<file path="src/rtl/uart_pkg.sv">
// uart_pkg: shared types and constants for the UART receive path.
//   uart_rx_state_t           receiver FSM state encoding
//   UART_DATA_BITS            payload bits per frame
//   UART_DEFAULT_CLKS_PER_BIT system clocks per bit (50 MHz / 115200)
//   maj3()                    2-of-3 majority vote, used by the
//                             UART_RX_MAJORITY_EN build of uart_rx_ctrl
package uart_pkg;

    typedef enum logic [1:0] {
        IDLE  = 2'd0,
        START = 2'd1,
        DATA  = 2'd2,
        STOP  = 2'd3
    } uart_rx_state_t;

    localparam int unsigned UART_DATA_BITS            = 8;
    localparam int unsigned UART_DEFAULT_CLKS_PER_BIT = 434;

    function automatic logic maj3(input logic a, input logic b, input logic c);
        return (a & b) | (a & c) | (b & c);
    endfunction

endpackage

</file>
<file path="src/rtl/uart_rx_bps_cnt.sv">
// uart_rx_bps_cnt: bit-period counter for the UART receiver.
//   clk, rst    clock, asynchronous active-high reset
//   clr         synchronous clear (has priority over en)
//   en          count enable
//   tick_half   count == CLKS_PER_BIT/2 - 1  (start-bit sample point)
//   tick_total  count == CLKS_PER_BIT - 1    (data/stop sample point)
module uart_rx_bps_cnt
    import uart_pkg::*;
#(
    parameter int unsigned CLKS_PER_BIT = UART_DEFAULT_CLKS_PER_BIT
) (
    input  logic clk,
    input  logic rst,
    input  logic clr,
    input  logic en,
    output logic tick_half,
    output logic tick_total
);

    localparam logic [15:0] HALF_M1 = 16'(CLKS_PER_BIT / 2 - 1);
    localparam logic [15:0] FULL_M1 = 16'(CLKS_PER_BIT - 1);

    logic [15:0] cnt;

    always_ff @(posedge clk or posedge rst) begin
        if (rst) begin
            cnt <= '0;
        end else if (clr) begin
            cnt <= '0;
        end else if (en) begin
            cnt <= cnt + 16'd1;
        end
    end

    assign tick_half  = (cnt == HALF_M1);
    assign tick_total = (cnt == FULL_M1);

endmodule

</file>
<file path="src/rtl/uart_rx_ctrl.sv">
// uart_rx_ctrl: 8N1 UART receiver (start, 8 data bits MSB-first, 1 stop).
//   clk        system clock, rising edge
//   rst        asynchronous active-high reset
//   rx_in      asynchronous serial line, idles high
//   rx_data    last good byte (first received bit in rx_data[7])
//   rx_valid   one-cycle pulse when rx_data is updated
//   rx_busy    high from start-edge detection until return to IDLE
//   frame_err  one-cycle pulse when the stop bit is sampled low
// Build option: define UART_RX_MAJORITY_EN to take each sample as a
// 2-of-3 vote around the sample point; decisions then land one clock later.
module uart_rx_ctrl
    import uart_pkg::*;
#(
    parameter int unsigned CLKS_PER_BIT = UART_DEFAULT_CLKS_PER_BIT
) (
    input  logic       clk,
    input  logic       rst,
    input  logic       rx_in,
    output logic [7:0] rx_data,
    output logic       rx_valid,
    output logic       rx_busy,
    output logic       frame_err
);

    logic rx_m, rx_s, rx_p;

    always_ff @(posedge clk or posedge rst) begin
        if (rst) begin
            rx_m <= 1'b1;
            rx_s <= 1'b1;
            rx_p <= 1'b1;
        end else begin
            rx_m <= rx_in;
            rx_s <= rx_m;
            rx_p <= rx_s;
        end
    end

    uart_rx_state_t              state;
    logic [2:0]                  bit_idx;
    logic [UART_DATA_BITS-1:0]   shreg;
    logic                        tick_half, tick_total;
    logic                        sample_tick, cnt_clr, cnt_en;
    logic                        decide, sample_bit;
    logic                        start_edge;

    // A falling edge, not a low level, starts a frame.
    assign start_edge = rx_p & ~rx_s;

    always_comb begin
        sample_tick = 1'b0;
        case (state)
            START:      sample_tick = tick_half;
            DATA, STOP: sample_tick = tick_total;
            default:    sample_tick = 1'b0;
        endcase
    end

    // Restarting the count at every sample point keeps each bit measured
    // from the previous sample; IDLE holds the counter at zero.
    assign cnt_clr = (state == IDLE) || sample_tick;
    assign cnt_en  = (state != IDLE);

    uart_rx_bps_cnt #(
        .CLKS_PER_BIT (CLKS_PER_BIT)
    ) u_bps_cnt (
        .clk        (clk),
        .rst        (rst),
        .clr        (cnt_clr),
        .en         (cnt_en),
        .tick_half  (tick_half),
        .tick_total (tick_total)
    );

`ifdef UART_RX_MAJORITY_EN
    // The counter still restarts at the sample point, so bit spacing is
    // unchanged; only the decision is deferred one clock to see sp+1.
    logic rx_pp, decide_d;

    always_ff @(posedge clk or posedge rst) begin
        if (rst) begin
            rx_pp    <= 1'b1;
            decide_d <= 1'b0;
        end else begin
            rx_pp    <= rx_p;
            decide_d <= sample_tick;
        end
    end

    assign decide     = decide_d;
    assign sample_bit = maj3(rx_s, rx_p, rx_pp);
`else
    assign decide     = sample_tick;
    assign sample_bit = rx_s;
`endif

    always_ff @(posedge clk or posedge rst) begin
        if (rst) begin
            state     <= IDLE;
            bit_idx   <= '0;
            shreg     <= '0;
            rx_data   <= '0;
            rx_valid  <= 1'b0;
            rx_busy   <= 1'b0;
            frame_err <= 1'b0;
        end else begin
            rx_valid  <= 1'b0;
            frame_err <= 1'b0;
            case (state)
                IDLE: begin
                    if (start_edge) begin
                        state   <= START;
                        rx_busy <= 1'b1;
                    end
                end
                START: begin
                    if (decide) begin
                        if (!sample_bit) begin
                            state   <= DATA;
                            bit_idx <= '0;
                        end else begin
                            state   <= IDLE;
                            rx_busy <= 1'b0;
                        end
                    end
                end
                DATA: begin
                    if (decide) begin
                        shreg   <= {shreg[UART_DATA_BITS-2:0], sample_bit};
                        bit_idx <= bit_idx + 3'd1;
                        if (bit_idx == 3'(UART_DATA_BITS - 1)) begin
                            state <= STOP;
                        end
                    end
                end
                STOP: begin
                    if (decide) begin
                        state   <= IDLE;
                        rx_busy <= 1'b0;
                        if (sample_bit) begin
                            rx_data  <= shreg;
                            rx_valid <= 1'b1;
                        end else begin
                            frame_err <= 1'b1;
                        end
                    end
                end
                default: begin
                    state   <= IDLE;
                    rx_busy <= 1'b0;
                end
            endcase
        end
    end

endmodule

</file>
<file path="config.mk">
export PLATFORM = sky130hd
export DESIGN_NAME = uart_rx_ctrl
export DESIGN_NICKNAME = d
export VERILOG_FILES = /design/src/rtl/uart_pkg.sv /design/src/rtl/uart_rx_bps_cnt.sv /design/src/rtl/uart_rx_ctrl.sv
export SDC_FILE = /design/constraint.sdc
export NUM_CORES = 1
export LEC_CHECK = 0
export BUFFER_PORTS_ARGS = -buffer_cell sky130_fd_sc_hd__buf_2
export CORE_ASPECT_RATIO = 1.2
export CORE_MARGIN = 2
export CORE_UTILIZATION = 63
export DETAILED_ROUTE_END_ITERATION = 12
export PLACE_DENSITY = 0.93
export SYNTH_ARGS = -nofsm -noshare
export SYNTH_HDL_FRONTEND = slang
export SYNTH_SLANG_ARGS = --single-unit
</file>
<file path="constraint.sdc">
create_clock -name clk -period 4.3 [get_ports clk]
set_clock_uncertainty 0.05 [all_clocks]
set_input_delay 0.215 -clock clk [delete_from_list [all_inputs] [get_ports clk]]
set_output_delay 0.215 -clock clk [all_outputs]
set_load 0.01 [all_outputs]
</file>
; After elaboration in Yosys (flattened, before gate mapping)
; Cells that the tools add are included.
[word_totals]
out_inout_bits = 11
in_bits = 3
register_bits = 43
elab_cells = 65
[classes]
n_reduce_logical = 12
muxes = 25
n_bitwise = 2
addsub = 2
eq_ne = 13
[op_table]
columns = cell, n
row1 = 16-bit 2-to-1 mux, 2
row2 = 16-bit by 1-bit adder with 16-bit output (second input constant), 1
row3 = 16-bit by 8-bit == test with 1-bit output (second input constant), 1
row4 = 16-bit by 9-bit == test with 1-bit output (second input constant), 1
row5 = 2-bit inequality test (second input constant), 7
row6 = 2-bit 2-to-1 mux, 6
row7 = 1-bit 2-to-1 mux, 10
row8 = 5-bit AND reduction, 2
row9 = 3-bit 2-to-1 mux, 3
row10 = 2-bit one-hot mux with 4 select lines, 1
row11 = 3-bit one-hot mux with 2 select lines, 1
row12 = 2-bit nonzero test, 3
row13 = 2-bit == test (second input constant), 2
row14 = 4-bit AND reduction, 1
row15 = 3-bit by 1-bit adder with 3-bit output (second input constant), 1
row16 = 3-bit == test (second input constant), 1
row17 = 1-bit one-hot mux with 3 select lines, 1
row18 = 3-bit AND reduction, 1
row19 = 3-bit nonzero test, 1
row20 = 2-bit by 1-bit == test with 1-bit output (second input constant), 1
row21 = 2-bit logical NOT, 1
row22 = 1-bit one-hot mux with 2 select lines, 1
row23 = 2-bit AND reduction, 1
row24 = 2-bit OR reduction, 1
row25 = 3 further kinds, 3

; Longest topological paths before layout
[depth]
ltp_word = 5
mapped_depth = 6
depth_no_buf = 5

; Modules after synthesis
; Synthesis repeated with hierarchy kept, for this count alone.
[hier_totals]
cells_unflattened = 167
hier_area_um2 = 1990.7
[by_module_without_submodules]
columns = module, cells_per_inst, area_each_um2, n_inst, seq_area_each_um2
row1 = uart_rx_ctrl, 72, 1103.6, 1, 679.4
row2 = uart_rx_bps_cnt, 95, 887.1, 1, 400.4

; Least setup slack after synthesis
; Ideal clock, no wire load.
[synth_timing]
path_type = reg-to-reg
startpoint = register u_bps_cnt.cnt[1]
endpoint = register shreg[0]
required_ps = 4125
arrival_time_ps = 1582
slack_ps = 2543
setup_time_ps = 125
period_less_slack_ps = 1757
stages_incl_launch_ff = 7
n_path_buf = 2
path_cell_list = dfrtp_1 nor4_1 and4_1 buf_2 and3_1 buf_6 mux2_4
[synth_via]
elab_chain_cells = 3
elab_cells_between_ends = 4
classes_between = eq/ne (2) / mux (1) / reduce/logical (1)
[synth_lines]
columns = item, line_no
row1 = start: declaration, uart_rx_bps_cnt.sv:23  ; logic [15:0] cnt;
row2 = start signal: assignment, uart_rx_bps_cnt.sv:31  ; cnt <= cnt + 16'd1;
row3 = 16-bit by 9-bit == test with 1-bit output / 16-bit by 8-bit == test with 1-bit output (equally long branches), "uart_rx_bps_cnt.sv:36, uart_rx_bps_cnt.sv:35"
row4 = 1-bit one-hot mux with 2 select lines *, uart_rx_ctrl.sv:52  ; case (state)
row5 = 2-bit AND reduction (no line) *, n/a
row6 = end signal: assignment, uart_rx_ctrl.sv:129  ; shreg <= {shreg[UART_DATA_BITS-2:0], sample_bit};
row7 = end: declaration, uart_rx_ctrl.sv:41  ; logic [UART_DATA_BITS-1:0] shreg;
; Every way passes the cells marked *; elsewhere a longest branch is shown, timed or not.
; A chain may end at the register's enable or synchronous reset.

==> results.toml <==
[sta]
finalSetupViolCount = 0
report.final.slew_viol_count = 0
max_slew_margin = 0.2675
max_freq_mhz = 446.9
holdWs_ns = 0.3005
finalSetupTns_ns = 0
min_period_ns = 2.237
post-route-period-util = 0.5203
hold_viol = 0
rsz0062_at_grt = "false"
worst_pin_slew_ns = 1.099

[critical_path]
critPathLaunchType = "register"
worstPathCellList = "xnor2_1 -> and4_1 -> and3_1 -> mux2_4"
crit_slowest_cell = "dfrtp_1"
cpPeakStageDelay_ns = 0.62
r2r_slack_ns = 2.06
path_max_fanout = 12
ff2ff_path_depth = 4
crit_arrival_ns = 2.43
end_kind = "register"
critical_path_class = "register to register"
r2r_end = "shreg[1]$_DFFE_PP0P_"
crit_required_ns = 4.50

[synth]
ys.flop_type = "dfrtp_1"
yosysWarnings = 0
ys_ff_latch = 43
syn_area_per_cell_um2 = 12.11
syn_area_um2 = 1973
yosysTopAreaCell = "dfrtp_1"
synthDistinctLibCells = 39
async_flop_share = 1.000
synth.area.top_cells = "dfrtp_1 (51%), mux2_4 (6.8%), dfstp_2 (4.0%), mux2_2 (4.0%), nor2_1 (2.7%)"
synthesis.nets = 169
yosysMostFrequentCell = "dfrtp_1"
netlist_top_cells_count = "dfrtp_1 (40), nor2_1 (14), mux2_4 (9)"
yosysSeqAreaShare = 0.5472
syn_inst = 163
synth_edf_count = 0
synth_top_area_frac = 0.5073

[clock_tree]
ctsHtreeMaxLevel = 2
cts.clk_slew.worst_paths_ns = 0.13
cts.sinks = 43
cts_buffer_depth = 2
post_cts.repair.setup_buffers = 0
postCtsResizedCells = 0
clk_latency_ns = 0.36
cts_root_buffer = "clkbuf_4"
cts_tree = "done"
cts_inserted_buffers = 5
cts_hold_buf = 2

[grt]
antenna_found_initial = 0
grt_pass1_vias = 1387
grt_max_degree = 44
overflow = 0
grt_pass1_wl_um = 6368
grt_usage = 0.2500

[min_path]
hold_path_end = "rx_s$_DFF_PP1_"
hold_path_depth = 0
hp-start = "rx_m$_DFF_PP1_"
hold_class = "register to register"

[detailed_routing]
ant_nets = 0
drt_wl_total_um = 3673
first_pass_iters = 4
vias = 1335
post_drt_wl_per_cell_um = 16.93
drc = 0
viasPerCell = 6.152
drt_iter0_drc = 28

[pwr]
combPwrFrac = 0.123
p_sw_mw = 0.2380
power.clock.fraction = 0.343
peakVddDrop_v = 0.0004094
p_per_area_nw_per_um2 = 419.1
seq_power_share = 0.534
p_leak_nw = 1.081
p_int_mw = 0.6755
p_sw_frac = 0.2606

[final_layout]
nets = 186
syn_to_final_growth_pct = 10.46
diodes = 0
drive_gt1_frac = 0.2376

[floorplanning]
fp.dieH_um = 65.31
io_pins = 14
rows = 22
coreArea_um2 = 3028
initial_utilization = 0.6517
die_w_um = 55.09
dieArea_um2 = 3597

[placed_design]
place_congestion = 0.9220
hpwl_um = 2512
io_buffer_count = 13

[run_status]
status = "complete, no violations"

[flow_run]
cap_violations = 0
-- cell families after synthesis --
group                      count (synthesis)  share of synthesized area
and+or+nand+nor                           58                     0.1788
DFF                                       43                     0.5472
AOI/OAI and AO/OA                         18                    0.05834
muxes                                     18                     0.1198
buffers and inverters                     12                    0.02790
xor gates and xnor gates                  11                    0.04883
adders and majority gates                  3                    0.01903
-- power by group through the flow --
stage                     sequential (mW)  combinational, mW  clock [mW]
final                               0.488              0.112       0.313
after detailed placement            0.495              0.111           0
after floorplan                     0.483             0.0923           0
after global placement              0.491              0.107           0
after CTS                           0.487              0.113       0.316
after global routing                0.496              0.130       0.335
-- critical path, delay by kind of cell, from the launching register on --
family           cells  cell delay (ns)
AND/OR/NAND/NOR      2             0.95
flip-flops           1             0.62
XOR/XNOR             1             0.16
multiplexers         1             0.35
-- cells in the final DEF (no fill, tap or decap), types with 2 or more instances in the layout --
master	netlist	routed
a21oi_1	5	5
a22o_1	2	2
a31oi_1	2	2
and2_1	5	5
and3_1	5	5
and4_1	2	2
and4bb_1	3	3
buf_2	2	13
bufinv_16	0	2
clkbuf_4	0	5
dfrtp_1	40	40
dfstp_2	3	3
dlygate4sd3_1	0	2
ha_1	3	3
inv_1	6	6
mux2_1	2	2
mux2_2	7	7
mux2_4	9	9
nand2_1	5	5
nand3_1	5	5
nand4_1	5	5
nor2_1	14	14
nor2b_1	2	2
nor4_1	2	2
o21ai_0	4	4
or3_1	3	3
xnor2_1	6	6
xor2_1	5	5
-- layout make-up --
cell class | count | area (um^2)
fillers | 207 | 848.3
clock inverters | 2 | 60.06
clock buffers | 6 | 41.29
multi-input cells | 108 | 838.3
flip-flops and latches | 43 | 1080
repair buffers | 16 | 92.59
inverters | 6 | 22.52
well taps | 36 | 45.04
-- state kept, by name, summed over array words and instances, names as in the netlist, 3 cells and up, named ones only --
signal,flops
bit_idx,3
rx_data,8
shreg,8
u_bps_cnt.cnt,16
-- through the flow --
| stage | util | worst slack [ns] | instances | power, mW | cell area, um^2 |
|---|---|---|---|---|---|
| after detailed placement | 0.6798 | 2.145 | 207 | 0.6057 | 2058 |
| after CTS | 0.7198 | 2.119 | 217 | 0.9170 | 2180 |
| after global placement | 0.6798 | 2.238 | 207 | 0.5986 | 2058 |
| after global routing | 0.7198 | 1.941 | 217 | 0.9613 | 2180 |
| final | 0.7198 | 2.063 | 217 | 0.9135 | 2180 |
| after floorplan | - | 2.543 | 163 | 0.5756 | 1973 |
-- routing by layer --
layer	share of wire	wire [um]	global-route usage	up-vias
li1	-	-	-	614
met1	0.43	1585	0.3111	672
met2	0.52	1905	0.4077	43
met3	0.038	138	0.06364	6
met4	0.012	43	0.09756	0
met5	0	0	0	-
-- how the worst max path moves through the flow --
stage	depth (start not counted)	end	slack (ns)
final	4	shreg[1]$_DFFE_PP0P_	2.06
after CTS	4	shreg[6]$_DFFE_PP0P_	2.12
after detailed placement	4	shreg[5]$_DFFE_PP0P_	2.15
after global routing	4	shreg[6]$_DFFE_PP0P_	1.94
after floorplan	6	shreg[0]$_DFFE_PP0P_	2.54
after global placement	4	shreg[2]$_DFFE_PP0P_	2.24
(Power assumes the default switching activity.)
